### config.mk
export PLATFORM = sky130hd
export DESIGN_NAME = multicycle_alu
export DESIGN_NICKNAME = d
export VERILOG_FILES = /design/src/rtl/multicycle_alu.sv
export SDC_FILE = /design/constraint.sdc
export NUM_CORES = 1
export LEC_CHECK = 0
export CORE_MARGIN = 3
export CORE_UTILIZATION = 50
export CTS_BUF_LIST = sky130_fd_sc_hd__clkbuf_8
export CTS_CLUSTER_DIAMETER = 150
export CTS_CLUSTER_SIZE = 25
export DETAILED_ROUTE_END_ITERATION = 12
export GPL_TIMING_DRIVEN = 0
export PLACE_DENSITY = 0.78
export REMOVE_ABC_BUFFERS = 1
export SYNTH_ARGS = -nofsm -noshare
export SYNTH_HDL_FRONTEND = slang
export SYNTH_SLANG_ARGS = --single-unit
### constraint.sdc
create_clock -name clk -period 19 [get_ports clk]
set_input_delay 3.8 -clock clk [delete_from_list [all_inputs] [get_ports clk]]
set_output_delay 3.8 -clock clk [all_outputs]
set_load 0.05 [all_outputs]
### src/rtl/multicycle_alu.sv
// Multi-cycle ALU: one-hot ctrl, start/busy/done handshake, iterative multiply/divide.
// Define MULTICYCLE_ALU_FAST_MUL_EN for a single-cycle combinational multiply.
module multicycle_alu #(
  parameter int WIDTH = 32
) (
  input  logic             clk,
  input  logic             clr,
  input  logic             start,
  input  logic [11:0]      ctrl,
  input  logic [WIDTH-1:0] A,
  input  logic [WIDTH-1:0] B,
  output logic             busy,
  output logic             done,
  output logic             err,
  output logic [WIDTH-1:0] ZHI,
  output logic [WIDTH-1:0] ZLO
);
  localparam int SHW = $clog2(WIDTH);
  localparam logic [SHW:0] CNT_INIT = (SHW+1)'(WIDTH);
  localparam logic [SHW:0] CNT_ONE  = (SHW+1)'(1);

  typedef enum logic [1:0] {IDLE, MUL, DIV, DONE} state_t;

  state_t           state;
  logic [WIDTH-1:0] a_reg, b_reg, hi_reg, lo_reg;
  logic [11:0]      op_reg;
  logic [SHW:0]     count_reg;

  logic [SHW-1:0]     shamt;
  logic [2*WIDTH-1:0] rotl_wide, rotr_wide;
  logic [WIDTH-1:0]   single_res;
  logic [WIDTH:0]     mul_sum, div_shift, div_diff;
  logic [WIDTH-1:0]   res_hi, res_lo;
  logic               res_err;

  function automatic logic one_hot(input logic [11:0] v);
    return (v != 12'd0) && ((v & (v - 12'd1)) == 12'd0);
  endfunction

  // Rotates via a doubled operand so a zero amount never needs a WIDTH-bit shift
  always_comb begin
    shamt     = b_reg[SHW-1:0];
    rotl_wide = {a_reg, a_reg} << shamt;
    rotr_wide = {a_reg, a_reg} >> shamt;
    case (op_reg)
      12'h001: single_res = a_reg + b_reg;
      12'h002: single_res = a_reg - b_reg;
      12'h004: single_res = a_reg >> shamt;
      12'h008: single_res = a_reg << shamt;
      12'h010: single_res = rotr_wide[WIDTH-1:0];
      12'h020: single_res = rotl_wide[2*WIDTH-1:WIDTH];
      12'h040: single_res = a_reg & b_reg;
      12'h080: single_res = a_reg | b_reg;
      12'h400: single_res = ~a_reg + WIDTH'(1);
      12'h800: single_res = ~a_reg;
      default: single_res = '0;
    endcase
  end

  // One shift-add multiply step and one restoring-divide step
  always_comb begin
    mul_sum   = {1'b0, hi_reg} + (lo_reg[0] ? {1'b0, a_reg} : '0);
    div_shift = {hi_reg, lo_reg[WIDTH-1]};
    div_diff  = div_shift - {1'b0, b_reg};
  end

`ifdef MULTICYCLE_ALU_FAST_MUL_EN
  logic [2*WIDTH-1:0] fast_prod;
  always_comb fast_prod = {{WIDTH{1'b0}}, a_reg} * {{WIDTH{1'b0}}, b_reg};
`endif

  always_comb begin
    res_hi  = '0;
    res_lo  = '0;
    res_err = 1'b0;
    if (!one_hot(op_reg)) begin
      res_err = 1'b1;
    end else if (op_reg[9]) begin
      if (b_reg == '0) begin
        res_err = 1'b1;
        res_hi  = a_reg;
        res_lo  = '1;
      end else begin
        res_hi = hi_reg;
        res_lo = lo_reg;
      end
    end else if (op_reg[8]) begin
`ifdef MULTICYCLE_ALU_FAST_MUL_EN
      res_hi = fast_prod[2*WIDTH-1:WIDTH];
      res_lo = fast_prod[WIDTH-1:0];
`else
      res_hi = hi_reg;
      res_lo = lo_reg;
`endif
    end else begin
      res_lo = single_res;
    end
  end

  always_ff @(posedge clk or posedge clr) begin
    if (clr) begin
      state     <= IDLE;
      a_reg     <= '0;
      b_reg     <= '0;
      hi_reg    <= '0;
      lo_reg    <= '0;
      op_reg    <= '0;
      count_reg <= '0;
      busy      <= 1'b0;
      done      <= 1'b0;
      err       <= 1'b0;
      ZHI       <= '0;
      ZLO       <= '0;
    end else begin
      case (state)
        IDLE: begin
          done <= 1'b0;
          if (start) begin
            a_reg     <= A;
            b_reg     <= B;
            op_reg    <= ctrl;
            busy      <= 1'b1;
            hi_reg    <= '0;
            count_reg <= CNT_INIT;
            state     <= DONE;
`ifndef MULTICYCLE_ALU_FAST_MUL_EN
            if (one_hot(ctrl) && ctrl[8]) begin
              lo_reg <= B;
              state  <= MUL;
            end
`endif
            if (one_hot(ctrl) && ctrl[9] && (B != '0)) begin
              lo_reg <= A;
              state  <= DIV;
            end
          end
        end
        MUL: begin
          hi_reg    <= mul_sum[WIDTH:1];
          lo_reg    <= {mul_sum[0], lo_reg[WIDTH-1:1]};
          count_reg <= count_reg - CNT_ONE;
          if (count_reg == CNT_ONE) state <= DONE;
        end
        DIV: begin
          // A clear top bit means the trial subtraction did not borrow
          if (!div_diff[WIDTH]) begin
            hi_reg <= div_diff[WIDTH-1:0];
            lo_reg <= {lo_reg[WIDTH-2:0], 1'b1};
          end else begin
            hi_reg <= div_shift[WIDTH-1:0];
            lo_reg <= {lo_reg[WIDTH-2:0], 1'b0};
          end
          count_reg <= count_reg - CNT_ONE;
          if (count_reg == CNT_ONE) state <= DONE;
        end
        DONE: begin
          ZHI   <= res_hi;
          ZLO   <= res_lo;
          err   <= res_err;
          done  <= 1'b1;
          busy  <= 1'b0;
          state <= IDLE;
        end
        default: state <= IDLE;
      endcase
    end
  end
endmodule

==> flow_metrics.env <==
export IMPL_gp_congestion=1.07
export IMPL_place_hpwl_um=66900
export IMPL_start_util_pct=51.2
export IMPL_antenna_found_initial=6
export IMPL_async_flop_share_pct=100
export IMPL_clock_sinks=215
export IMPL_cp_arrival_ps=8050
export IMPL_grt_pass1_vias=22000
export IMPL_p_sw_share_pct=25.8
export IMPL_drt_initial_drc_count=3124
export IMPL_synth_area_mm2=0.0223
export IMPL_critPathLaunchType="primary input"
export IMPL_ios=146
export IMPL_clock_latency_ps=620
export IMPL_worstSetupPathType="primary input to flip-flop"
export IMPL_grt_max_degree=121
export IMPL_p_comb_share_pct=5.4
export IMPL_rsz0062_at_grt="no"
export IMPL_power_frac_seq_pct=62.9
export IMPL_setup_viol=0
export IMPL_cts_root_buf="clkbuf_8"
export IMPL_ant_nets=0
export IMPL_wl_met3_um=11200
export IMPL_period_minus_slack_ps=7550
export IMPL_grt_ovfl_total=0
export IMPL_post_route_period_util_pct=39.7
export IMPL_synth_seq_cells=215
export IMPL_syn_inst=2682
export IMPL_die_y_um=217
export IMPL_post_cts_buffers=0
export IMPL_synth_avg_cell_area_um2=8.31
export IMPL_crit_fanout=35
export IMPL_cts_hold_buffers=0
export IMPL_synth_area_leaders="dfrtp_1 24%, mux4_2 6.1%, ha_1 5.9%, mux2_2 5.8%, o21ai_0 5.5%"
export IMPL_clk_pin_slew_ps=160
export IMPL_yosys_warnings=0
export IMPL_ys_types=97
export IMPL_routed_wl_um=93800
export IMPL_outcome="finished, violations left"
export IMPL_yosys_top_cells_count="246 x nand2_1, 246 x o21ai_0, 235 x nor2_1, 215 x dfrtp_1, 189 x a21oi_1"
export IMPL_slew_violations=22
export IMPL_setup_tns_ps=0
export IMPL_crit_path_end_kind="flip-flop"
export IMPL_vdd_ir_drop_max_mv=0.0500
export IMPL_p_clk_share_pct=31.7
export IMPL_powerDensity_mw_per_mm2=29.9
export IMPL_crit_required_ps=19500
export IMPL_wl_per_cell_um=28.8
export IMPL_p_leak_nw=10.3
export IMPL_fp_row_count=76
export IMPL_synth_top_family_by_area="compound AO/OA/AOI/OAI gates"
export IMPL_fin_hold_ws_ps=505
export IMPL_synth_edf_count=0
export IMPL_yosysTopAreaCell="dfrtp_1"
export IMPL_finalHoldViolCount=0
export IMPL_synth_top_cell_area_share_pct=24.1
export IMPL_layout_drive_gt1_share_pct=10.5
export IMPL_power_switching_w=0.000188
export IMPL_clockBufferDepth=3
export IMPL_fin_nets=2850
export IMPL_worst_pin_slew_ps=1540
export IMPL_routed_top_layer="met5"
export IMPL_synth_area_mux_share_pct=16.4
export IMPL_dr_total_vias=23200
export IMPL_ys_seq_area_share_pct=24.1
export IMPL_dr_wl_met2_um=39900
export IMPL_yosys_area_share_simple_pct=16.7
export IMPL_synth_compound_area_share_pct=27.0
export IMPL_finalPower_w=0.000728
export IMPL_die_w_um=217
export IMPL_fillers=4092
export IMPL_cts_buffers=12
export IMPL_cts_tree="built"
export IMPL_grt_pass1_wl_um=139000
export IMPL_violations="max-capacitance violations, max-slew violations"
export IMPL_max_freq_mhz=133
export IMPL_p_int_w=0.000541
export IMPL_htreeDepth=1
export IMPL_hold_path_class="flip-flop to flip-flop"
export IMPL_design_core_area_mm2=0.0436
export IMPL_synth_ff_type="dfrtp_1"
export IMPL_synthAdderAreaFrac_pct=6.36
export IMPL_via_per_inst=7.14
export IMPL_synthXorXnorAreaFrac_pct=4.60
export IMPL_postCtsResizedCells=0
export IMPL_syn_to_final_growth_pct=9.24
export IMPL_firstDrtPassIters=8
export IMPL_dieArea_mm2=0.0472
export IMPL_fin_skew_ps=54.7
export IMPL_cap_viol_max_count=1
export IMPL_grt_usage_pct=38.4
export IMPL_portBuffers=145
export IMPL_drc=0
export IMPL_wl_met1_um=37200
export IMPL_slew_headroom_pct=-3.02
-- layout make-up --
type | count | area (µm²) | area share, %
Inverter | 73 | 285 | 1.17
Clock inverter | 4 | 22.5 | 0.0925
Antenna cell | 4 | 10.0 | 0.0411
Clock buffer | 13 | 179 | 0.735
Tap cell | 585 | 732 | 3.01
Multi-Input combinational cell | 2193 | 15900 | 65.2
Sequential cell | 215 | 5400 | 22.2
Timing Repair Buffer | 167 | 1860 | 7.63
-- critical path, cell delays in order --
cell and delay [ps]:
clkdlybuf4s50_1 540, nor4_1 1090, nand4_1 530, o21ai_0 780, nor2b_1 230, o21ai_1 80, nand3_2 510, buf_12 270
nand2_1 80, o21ai_1 90
-- through the flow --
stage | instances | util [%] | worst slack, ps | cell area (µm²)
floorplan | 2481 | - | 9320 | 21500
global placement | 3211 | 54.3 | 6280 | 23700
detailed placement | 3231 | 55.3 | 11150 | 24100
CTS | 3248 | 55.8 | 11740 | 24300
global route | 3251 | 55.9 | 11470 | 24300
finish | 3254 | 55.9 | 11450 | 24400
-- power groups by stage --
stage | clock, W | combinational, W | sequential, W
2_1_floorplan | 0 | 0.0000115 | 0.000466
3_3_place_gp | 0 | 0.0000378 | 0.000467
3_5_place_dp | 0 | 0.0000396 | 0.000466
4_1_cts | 0.000234 | 0.0000397 | 0.000458
5_1_grt | 0.000247 | 0.0000422 | 0.000458
6_report | 0.000231 | 0.0000395 | 0.000458
-- cells in the final DEF (no fill, tap or decap), drive strengths merged, types with 72 or more instances in the layout --
cell           Yosys  layout
ha               106     106
mux2i            102     102
o21ai            264     264
nor2             238     238
nand2            246     246
inv               71      72
mux2             114     114
clkdlybuf4s50      0     145
dfrtp            215     215
xnor2             73      73
a21oi            189     189
-- per-layer routing --
layer / vias up / track usage (%)
li1: 10000 / -
met1: 11300 / 51.6
met2: 1583 / 57.3
met3: 338 / 10.5
met4: 6 / 18.9
met5: - / 0
-- path summary, 6_finish.rpt --
kind | slack [ps] | end | cells past startpoint | from
setup / recovery | 11450 | lo_reg[7] | 10 | B[30]
hold / removal | 510 | ZLO[5] | 1 | ZLO[5]
setup reg to reg | 12310 | ZLO[31] | 15 | op_reg[9]
hold reg to reg | 510 | ZLO[5] | 1 | ZLO[5]
max in group asynchronous | 14110 | b_reg[3] | 3 | clr
min in group asynchronous | 3760 | ZHI[26] | 2 | clr
-- cell families after synthesis --
family	Yosys count
AO/OA/AOI/OAI	911
XOR/XNOR	117
adder cells (fa/ha/maj)	112
buffers and inverters	274
flip-flops	215
multiplexers	276
AND/OR/NAND/NOR	777
Power figures use the tool's default switching activity.
